`config.mk`:
```
export PLATFORM = sky130hd
export DESIGN_NAME = noc_input_port
export DESIGN_NICKNAME = d
export VERILOG_FILES = /design/src/rtl/noc_input_port_pkg.sv /design/src/rtl/noc_flit_fifo.sv /design/src/rtl/noc_input_port.sv
export SDC_FILE = /design/constraint.sdc
export NUM_CORES = 1
export LEC_CHECK = 0
export BUFFER_PORTS_ARGS = -buffer_cell sky130_fd_sc_hd__buf_2
export CORE_UTILIZATION = 56
export DETAILED_ROUTE_END_ITERATION = 10
export MAX_ROUTING_LAYER = met4
export PLACE_DENSITY = 0.83
export SETUP_SLACK_MARGIN = 0.4
export SYNTH_ARGS = -nofsm -noshare
export SYNTH_HDL_FRONTEND = slang
export SYNTH_SLANG_ARGS = --single-unit
```
`constraint.sdc`:
```
create_clock -name noc_clk -period 2.63 [get_ports noc_clk]
set_input_delay 0.1315 -clock noc_clk [delete_from_list [all_inputs] [get_ports noc_clk]]
set_output_delay 0.1315 -clock noc_clk [all_outputs]
set_load 0.05 [all_outputs]
```
`src/rtl/noc_input_port_pkg.sv`:
```
`default_nettype none
// ============================================================================
// Module      : noc_input_port_pkg
// Description : Shared NoC constants: data/ID widths, port indices, header
//               field layout, buffered flit entry and the XY route function.
// Revision    : 1.0 - initial release
// ============================================================================
package noc_input_port_pkg;

    localparam int Noc_Data_Width = 32;
    localparam int Noc_ID_X_Width = 4;
    localparam int Noc_ID_Y_Width = 4;

    // Header field layout: destination X in the low bits, Y directly above
    localparam int HDR_X_OFFSET = 0;
    localparam int HDR_Y_OFFSET = Noc_ID_X_Width;

    // Output-port indices inside the one-hot route request
    localparam int LOCAL     = 0;
    localparam int NORTH     = 1;
    localparam int SOUTH     = 2;
    localparam int EAST      = 3;
    localparam int WEST      = 4;
    localparam int NUM_PORTS = 5;

    // One buffered flit: framing markers travel alongside the payload
    typedef struct packed {
        logic                      is_header;
        logic                      is_tail;
        logic [Noc_Data_Width-1:0] data;
    } flit_t;

    typedef enum logic [0:0] {
        PKT_IDLE  = 1'b0,
        PKT_INPKT = 1'b1
    } pkt_state_t;

    // Dimension-ordered routing: resolve X completely before moving in Y
    function automatic logic [NUM_PORTS-1:0] xy_route(
        input logic [Noc_ID_X_Width-1:0] dest_x,
        input logic [Noc_ID_Y_Width-1:0] dest_y,
        input logic [Noc_ID_X_Width-1:0] cur_x,
        input logic [Noc_ID_Y_Width-1:0] cur_y
    );
        logic [NUM_PORTS-1:0] port;
        port = '0;
        if (dest_x > cur_x)      port[EAST]  = 1'b1;
        else if (dest_x < cur_x) port[WEST]  = 1'b1;
        else if (dest_y > cur_y) port[NORTH] = 1'b1;
        else if (dest_y < cur_y) port[SOUTH] = 1'b1;
        else                     port[LOCAL] = 1'b1;
        return port;
    endfunction

endpackage
`default_nettype wire

```
`src/rtl/noc_flit_fifo.sv`:
```
`default_nettype none
// ============================================================================
// Module      : noc_flit_fifo
// Description : DEPTH x WIDTH synchronous FIFO, registered read head (no
//               fall-through), simultaneous push/pop supported.
// Revision    : 1.0 - initial release
// ============================================================================
module noc_flit_fifo #(
    parameter int WIDTH = 34,
    parameter int DEPTH = 4
) (
    input  logic                     clk,
    input  logic                     rst_n,
    input  logic                     push,
    input  logic [WIDTH-1:0]         wdata,
    input  logic                     pop,
    output logic [WIDTH-1:0]         rdata,
    output logic                     full,
    output logic                     empty,
    output logic [$clog2(DEPTH):0]   count
);

    localparam int PTR_W = $clog2(DEPTH);
    localparam int CNT_W = PTR_W + 1;

    logic [WIDTH-1:0] r_mem [DEPTH];
    logic [PTR_W-1:0] r_wr_ptr;
    logic [PTR_W-1:0] r_rd_ptr;
    logic [CNT_W-1:0] r_count;
    logic             w_do_push;
    logic             w_do_pop;

    assign full      = (r_count == CNT_W'(DEPTH));
    assign empty     = (r_count == '0);
    assign count     = r_count;
    assign rdata     = r_mem[r_rd_ptr];
    assign w_do_push = push && !full;
    assign w_do_pop  = pop && !empty;

    // Storage write; contents are not reset, only the pointers are
    always_ff @(posedge clk) begin
        if (w_do_push) begin
            r_mem[r_wr_ptr] <= wdata;
        end
    end

    // Pointers wrap naturally at the power-of-two depth; count tracks occupancy
    always_ff @(posedge clk) begin
        if (!rst_n) begin
            r_wr_ptr <= '0;
            r_rd_ptr <= '0;
            r_count  <= '0;
        end else begin
            if (w_do_push) r_wr_ptr <= r_wr_ptr + PTR_W'(1);
            if (w_do_pop)  r_rd_ptr <= r_rd_ptr + PTR_W'(1);
            case ({w_do_push, w_do_pop})
                2'b10:   r_count <= r_count + CNT_W'(1);
                2'b01:   r_count <= r_count - CNT_W'(1);
                default: r_count <= r_count;
            endcase
        end
    end

endmodule
`default_nettype wire

```
`src/rtl/noc_input_port.sv`:
```
`default_nettype none
// ============================================================================
// Module      : noc_input_port
// Description : Router input stage: flit FIFO, XY route decode of header
//               flits, per-packet route hold and sticky framing check.
// Revision    : 1.0 - initial release
// ============================================================================
module noc_input_port
    import noc_input_port_pkg::*;
#(
    parameter logic [Noc_ID_X_Width-1:0] X_ID  = '0,
    parameter logic [Noc_ID_Y_Width-1:0] Y_ID  = '0,
    parameter int                        DEPTH = 4
) (
    input  logic                      noc_clk,
    input  logic                      noc_rst_n,
    input  logic                      in_valid,
    output logic                      in_ready,
    input  logic [Noc_Data_Width-1:0] in_flit,
    input  logic                      in_is_header,
    input  logic                      in_is_tail,
    output logic                      out_valid,
    input  logic                      out_ready,
    output logic [Noc_Data_Width-1:0] out_flit,
    output logic                      out_is_header,
    output logic                      out_is_tail,
    output logic [NUM_PORTS-1:0]      out_port,
    output logic                      err_framing
);

    flit_t                  w_in_entry;
    flit_t                  w_head;
    logic                   w_full;
    logic                   w_empty;
    logic [$clog2(DEPTH):0] w_count;
    logic                   w_push;
    logic                   w_pop;
    logic [NUM_PORTS-1:0]   w_head_route;
    logic [NUM_PORTS-1:0]   r_route;
    pkt_state_t             r_state;
    logic                   r_err;

    assign w_in_entry = '{is_header: in_is_header, is_tail: in_is_tail, data: in_flit};

    // in_ready depends only on registered occupancy and reset, never on out_ready
    assign in_ready  = !w_full && noc_rst_n;
    assign out_valid = (w_count != '0);
    assign w_push    = in_valid && in_ready;
    assign w_pop     = out_ready && !w_empty;

    noc_flit_fifo #(
        .WIDTH ($bits(flit_t)),
        .DEPTH (DEPTH)
    ) u_fifo (
        .clk   (noc_clk),
        .rst_n (noc_rst_n),
        .push  (w_push),
        .wdata (w_in_entry),
        .pop   (w_pop),
        .rdata (w_head),
        .full  (w_full),
        .empty (w_empty),
        .count (w_count)
    );

    assign w_head_route = xy_route(w_head.data[HDR_X_OFFSET +: Noc_ID_X_Width],
                                   w_head.data[HDR_Y_OFFSET +: Noc_ID_Y_Width],
                                   X_ID, Y_ID);

    assign out_flit      = w_head.data;
    assign out_is_header = w_head.is_header;
    assign out_is_tail   = w_head.is_tail;
    // Header decides its own route; body/tail reuse the route latched at header pop
    assign out_port      = w_head.is_header ? w_head_route : r_route;
    assign err_framing   = r_err;

    // Latch the packet route as its header leaves the FIFO
    always_ff @(posedge noc_clk) begin
        if (!noc_rst_n) begin
            r_route <= NUM_PORTS'(1) << LOCAL;
        end else if (w_pop && w_head.is_header) begin
            r_route <= w_head_route;
        end
    end

    // Push-side packet framing tracker with sticky error flag
    always_ff @(posedge noc_clk) begin
        if (!noc_rst_n) begin
            r_state <= PKT_IDLE;
            r_err   <= 1'b0;
        end else if (w_push) begin
            if (in_is_header) begin
                // A header always (re)starts a packet, even if one was open
                if (r_state == PKT_INPKT) r_err <= 1'b1;
                r_state <= in_is_tail ? PKT_IDLE : PKT_INPKT;
            end else begin
                // Orphan body/tail outside a packet is flagged but still forwarded
                if (r_state == PKT_IDLE) r_err <= 1'b1;
                if (in_is_tail) r_state <= PKT_IDLE;
            end
        end
    end

endmodule
`default_nettype wire

```
# ---- Word level (Yosys, flattened, before mapping)
# Memory sizes are Yosys's and may differ from the RTL's. A register that Yosys moved wholly into a read port is not among the register bits.
# Index checks and enable logic that the tools add are counted.
# Widths: inputs -> output; s select.
dict set report op_classes {
  mux 22
  order_cmp 4
  reduce_logical 14
  eq_ne 5
  add_sub_neg 4
}
# operator n
set op_table {}
lappend op_table {{$mux 1} 16}
lappend op_table {{$gt 4x1->1 const B} 2}
lappend op_table {{$lt 4x1->1 const B} 2}
lappend op_table {{$logic_and 1x1->1} 6}
lappend op_table {{$mux 3} 2}
lappend op_table {{$pmux 3 s2} 1}
lappend op_table {{$mux 5} 1}
lappend op_table {{$add 2x1->2 const B} 2}
lappend op_table {{$mux 2} 2}
lappend op_table {{$reduce_bool 2->1} 2}
lappend op_table {{$add 3x1->3 const B} 1}
lappend op_table {{$eq 3x3->1 const B} 1}
lappend op_table {{$logic_not 3->1} 1}
lappend op_table {{$reduce_and 3->1} 1}
lappend op_table {{$reduce_bool 3->1} 1}
lappend op_table {{$sub 3x1->3 const B} 1}
lappend op_table {{$eq 2x1->1 const B} 1}
lappend op_table {{$eq 2x2->1 const B} 1}
lappend op_table {{$logic_not 1->1} 2}
lappend op_table {{$ne 2x1->1 const B} 1}
lappend op_table {{$ne 2x2->1 const B} 1}
lappend op_table {{$reduce_and 2->1} 1}
dict set report totals {
  output_inout_bits 42
  word_cells 56
  in_bits 38
  mem_count 1
  ramBits 136
  register_bits 14
}
# memory words word_bits read_ports rd_clocked_by_memory_dff wr line_no
set memory_table {}
lappend memory_table {u_fifo.r_mem 4 34 1 1 1 noc_flit_fifo.sv:26} ;# logic [WIDTH-1:0] r_mem [DEPTH];

# ---- Longest topological paths before layout
# Gate-level depths: netlist of run 1.
dict set report depth {
  word_depth 7
  depth_mapped 10
  ltp_nobuf 9
}

# ---- Hierarchy
# A second synthesis of run 1 with hierarchy kept.
dict set report unflattened {
  cells_unflattened 269
  hier_area_um2 5756.8
}
# module seq_area_each_um2 area_per_inst_um2 cells_each n_inst
set by_module_without_submodules {}
lappend by_module_without_submodules {noc_flit_fifo 4264.1 5435.2 232 1}
lappend by_module_without_submodules {noc_input_port 100.1 321.6 37 1}

# ---- Worst setup path before layout of run 1
# No wires, ideal clock.
dict set report synth_path {
  path_kind {register to output}
  start {register (tool-made name)}
  end {output out_port[0]}
  required_ps 2499
  path_buffers 2
  path_stages_with_launch 6
  arrival_time_ps 3151
  setup_slack_ps -652
  cell_sequence {dfxtp_1 > clkbuf_1 > buf_1 > mux4_2 > or4_4 > o31ai_1}
}
# item line_no
set synth_lines {}
lappend synth_lines {{to (decl)} noc_input_port.sv:27} ;# output logic [NUM_PORTS-1:0] out_port,

==> results of run 1 <==
metal layers:
layer	routed length [um]	global-route usage, %	vias to the layer above
met5	0	-	-
met4	230	9.53	0
met3	646	7.73	20
met2	6200	39.0	114
met1	4500	27.0	1584
li1	-	-	1379
worst min-delay path by stage:
stage / to / slack, ns / depth (start not counted)
after detailed placement: u_fifo.r_mem[2][20] / 0.35 / 1
after floorplan: r_state / 0.23 / 1
final: flip-flop / 0.1 / 4
after global placement: u_fifo.r_mem[0][11] / 0.34 / 1
after global routing: flip-flop / 0.11 / 4
after CTS: flip-flop / 0.07 / 4
area by class of cell:
class | count | area, um^2 | area share (%)
clock buffers | 18 | 418 | 5.45
clock inverters | 14 | 174 | 2.27
repair buffers | 144 | 1200 | 15.7
well taps | 133 | 166 | 2.17
multi-input cells | 92 | 1290 | 16.9
inverters | 9 | 36.3 | 0.473
flip-flops and latches | 150 | 4380 | 57.1
worst min-delay path: stages:
cell and delay (ns):
buf_2 0.11, o311ai_0 0.14, xor2_1 0.08, nor2_1 0.11
cell families after synthesis:
group / count (synthesis)
DFF: 150
adders and majority gates: 6
AOI/OAI and AO/OA: 18
and+or+nand+nor: 25
buffers and inverters: 23
other: 1
muxes: 36
xor gates and xnor gates: 5
power breakdown:
part           internal [W]  total, W  switching (W)  leakage (nW)
clock network       0.00145   0.00241       0.000957         0.282
logic               0.00111   0.00266        0.00155          1.07
registers           0.00275   0.00283      0.0000838          1.35
total               0.00532   0.00791        0.00259          2.71
cells in the mapped netlist (2+ instances only):
master | number | area (um^2)
xor2_1 | 3 | 26.3
nand2_1 | 3 | 11.3
nor2_1 | 7 | 26.3
buf_1 | 5 | 18.8
buf_4 | 2 | 15.0
and2_1 | 5 | 31.3
mux4_1 | 2 | 52.6
mux4_2 | 32 | 721
inv_1 | 8 | 30.0
buf_6 | 2 | 22.5
a41oi_1 | 2 | 17.5
or3_1 | 2 | 12.5
edfxtp_1 | 136 | 4080
a21oi_1 | 3 | 15.0
clkbuf_1 | 3 | 11.3
o31ai_1 | 2 | 15.0
xnor2_1 | 2 | 17.5
nand2b_1 | 2 | 12.5
dfxtp_1 | 14 | 280
ha_1 | 5 | 62.6
a21o_1 | 2 | 15.0
buf_2 | 2 | 10.0
through the flow:
stage / power, W / TNS (ns) / setup slack (ns)
2_1_floorplan: 0.00455 / 0 / 0.144
3_3_place_gp: 0.00495 / 0 / 0.285
3_5_place_dp: 0.00498 / 0 / 0.262
4_1_cts: 0.00756 / -0.194 / -0.0746
5_1_grt: 0.00818 / -0.293 / -0.117
6_report: 0.00791 / -0.118 / -0.0655
repair_timing:
| action | CTS | global route |
|---|---|---|
| hold endpoints to repair | 142 | 0 |
| gates resized for setup | 13 | 65 |
| hold buffers | 36 | 0 |
| cloned | 0 | 1 |
| setup endpoints to repair | 24 | 24 |
| pin swaps | 3 | 3 |
| setup buffers | 11 | 6 |
registers in the layout, summed over array words and instances (netlist names), named ones only:
name	flops
err_framing	1
r_route	3
r_state	1
u_fifo.count	3
u_fifo.r_mem	136
u_fifo.r_rd_ptr	2
u_fifo.r_wr_ptr	2
==> reports/results.tsv, run 1 <==
metric	value	unit
hold_ws	0.0981	ns
syn_area	5690	um^2
synthXorXnorAreaFrac	0.769	%
crit_path_end	out_port[3]	
power_density	1030	nW/um^2
synth_seq_cells	150	
stdcell_area	7660	um^2
antenna_left	0	
grt_pass1_wl	16.8	mm
synthCells	264	
min_period	2.70	ns
clk_pin_slew	0.06	ns
setup_slack	-0.0655	ns
start_kind	flip-flop	
synthSimpleGateAreaFrac	2.46	%
leakagePower	2.71	nW
nets	458	
critical_path_arrival	2.56	ns
dieArea	10600	um^2
slowest_stage	or4_4	
n_fill_cell	520	
dpl_cell_area	6330	um^2
critPathRequiredTime	2.50	ns
grtUsageTotal	23.7	%
synthFlopType	edfxtp_1	
dp_cells	474	
synthMuxAreaShare	14.0	%
rsz0062_at_grt	yes	
synth_compound_area_share	2.70	%
critPathTopFamily	multiplexers	
grt-ovfl-total	0	
finalSetupViolCount	3	
hp-start	out_ready	
clock_sinks	150	
synthArstFlopShare	0	%
timing.final.crit_share	102	%
drt-initial-drc-count	186	
path_depth	5	
numPortBuffers	77	
hold_viol	0	
wl_per_cell	20.7	um
drv_slew	0	
postLayoutCoreUtil	78.0	%
finClkSkew	0.0108	ns
grt_pass1_vias	3212	
reg2reg_to	u_fifo.count[2]	
rows	36	
synth_fa_ha_area_share	1.45	%
ir_drop	1.02	mV
vias_per_cell	5.53	
worstHoldPathType	primary input to flip-flop	
final_cell_mix	edfxtp_1, buf_2, dlygate4sd3_1	
maxCapViolations	0	
postRouteWirelength	11.6	mm
grt_max_degree	21	
drcViolationCount	0	
layout_commonest_cell	edfxtp_1	
critPathMaxFanout	6	
place_congestion	0.787	
cts_tree	done	
via_count	3097	
critPathMaxStageDelay	0.56	ns
num_antenna_cells	0	
ys_warn_count	0	
place_hpwl	6.27	mm
die_x	103	um
coreArea	9820	um^2
ctsHtreeMaxLevel	4	
clockBufferDepth	2	
first_pass_iters	5	
criticalPathCategory	flip-flop to output port	
r2r_slack	0.39	ns
clock.fmax	0.371	GHz
end_kind	output port	
synth_cell_types	42	
crit_buf_inv	2	
grt_antenna_before_repair	0	
synth_edf_count	136	
syn_avg_cell_area	21.6	um^2
clock_latency	0.52	ns
numCtsBuffers	17	
root_buffer	clkbuf_8	
synth_top_family_by_area	multiplexers	
violations	setup timing	
stdcell_count	560	
rr_startpoint	u_fifo.count[0]	
yosysSeqAreaShare	76.6	%
status	complete, but fails checks	
ioPinCount	80	
cp_cell_sequence	buf_6, mux4_2, or4_4, mux2_4, buf_8	
start_util	58.0	%
die_h	103	um
syn_to_final_growth	34.6	%
drive_gt1_share	46.4	%
r2r_cells	9	
No activity file was read; power rests on OpenSTA's default activity.
==> inputs of run 2 (changes only) <==
--- a/config.mk
+++ b/config.mk
@@ -10,6 +10,7 @@
 export DETAILED_ROUTE_END_ITERATION = 10
 export MAX_ROUTING_LAYER = met4
 export PLACE_DENSITY = 0.83
+export RECOVER_POWER = 100
 export SETUP_SLACK_MARGIN = 0.4
 export SYNTH_ARGS = -nofsm -noshare
 export SYNTH_HDL_FRONTEND = slang
==> reports/results.tsv, run 2 (synthesis gave the netlist of run 1 again) <==
metric	value	unit
status	complete, but fails checks	
violations	setup timing	
maxCapViolations	0	
numCtsBuffers	17	
ioPinCount	80	
critical_path_arrival	2.56	ns
num_antenna_cells	0	
postRouteWirelength	11.5	mm
die_x	103	um
coreArea	9820	um^2
largest-register	u_fifo.r_mem	
start_util	58.0	%
place_hpwl	6.27	mm
timing.final.crit_share	102	%
final_cell_mix	edfxtp_1, clkbuf_1, dlygate4sd3_1	
criticalPathCategory	flip-flop to output port	
die_h	103	um
postLayoutCoreUtil	76.8	%
slowest_stage	or4_4	
r2r_slack	0.14	ns
dieArea	10600	um^2
end_kind	output port	
rr_startpoint	u_fifo.count[1]	
rsz0062_at_grt	yes	
critPathMaxFanout	6	
dp_cells	474	
hold_viol	0	
finClkSkew	0.0111	ns
drive_gt1_share	34.0	%
critPathRequiredTime	2.50	ns
syn_to_final_growth	32.4	%
clock_latency	0.52	ns
power	0.00784	W
power_density	1040	nW/um^2
drcViolationCount	0	
via_count	3059	
leakagePower	2.56	nW
setup_slack	-0.0592	ns
grt_max_degree	21	
grt_pass1_wl	16.8	mm
layout_commonest_cell	edfxtp_1	
finalSetupViolCount	2	
largest_register_ffs	136	
ctsHtreeMaxLevel	4	
hp-start	out_ready	
critPathMaxStageDelay	0.55	ns
worstHoldPathType	primary input to flip-flop	
clock.fmax	0.372	GHz
start_kind	flip-flop	
first_pass_iters	4	
holdPathStages	4	
r2r_cells	5	
clk_pin_slew	0.06	ns
stdcell_count	560	
reg2reg_to	u_fifo.r_mem[3][25]	
tightest_slew	0.873	ns
grt-ovfl-total	0	
stdcell_area	7540	um^2
wl_per_cell	20.6	um
rows	36	
cts_tree	done	
place_congestion	0.787	
drv_slew	0	
numPortBuffers	77	
antenna_left	0	
nets	458	
maxSlewHeadroom	41.8	%
hold_ws	0.0884	ns
grt_antenna_before_repair	0	
dpl_cell_area	6330	um^2
clock_sinks	150	
vias_per_cell	5.46	
grt_pass1_vias	3212	
ir_drop	1.01	mV
cp_cell_sequence	buf_6, mux4_2, or4_4, mux2_4, buf_8	
grtUsageTotal	23.7	%
root_buffer	clkbuf_8	
drt-initial-drc-count	197	
clockBufferDepth	2	
min_period	2.69	ns
[run 2: cell count changes in the layout (fill, tap and decap cells not counted), sizes merged]
cell      change
buf          -50
clkbuf       +50
clkinvlp      +1
inv           -1
[run 2: worst max-delay path by stage]
stage | cells past startpoint | to | slack [ns] | from
6_report | 5 | out_port[3] | -0.06 | flip-flop
5_1_grt | 5 | out_port[0] | -0.12 | flip-flop
4_1_cts | 5 | out_port[0] | -0.07 | flip-flop
3_5_place_dp | 4 | out_port[0] | 0.26 | flip-flop
3_3_place_gp | 4 | out_port[0] | 0.29 | flip-flop
2_1_floorplan | 5 | out_port[0] | 0.14 | flip-flop
[run 2: area by class of cell]
class	count	area (um^2)
multi-input combinational	92	1270
inverter	9	35.0
tap	133	166
fill	563	2280
timing repair buffer	144	1100
clock buffer	18	418
clock inverter	14	174
sequential	150	4370
[run 2: what timing repair did]
action	4_1_cts	5_1_grt
hold buffers	36	0
setup endpoints to repair	24	24
gates cloned	0	1
buffers inserted	11	6
pin swaps	3	3
endpoints found under the hold margin	142	0
resized for setup	13	65
[run 2: where the power goes]
part           internal, W  switching (W)  total [W]
logic              0.00106        0.00154    0.00260
registers          0.00275      0.0000818    0.00283
clock network      0.00145       0.000955    0.00241
[run 2: worst max-delay path: cells and delay by family (launching register included)]
family / cells / cell delay, ns
multiplexers: 2 / 0.81
AND/OR/NAND/NOR: 1 / 0.55
flip-flops: 1 / 0.40
buffers and inverters: 2 / 0.26
[run 2: per-stage QoR]
step	setup slack [ns]	setup TNS, ns
2_1_floorplan	0.144	0
3_3_place_gp	0.285	0
3_5_place_dp	0.262	0
4_1_cts	-0.0746	-0.194
5_1_grt	-0.117	-0.876
6_report	-0.0592	-0.105
[run 2: per-layer routing]
layer	track usage [%]	share of wire (%)
met5	-	0
met4	9.53	2.0
met2	39.0	54
met1	27.0	38
met3	7.73	5.3
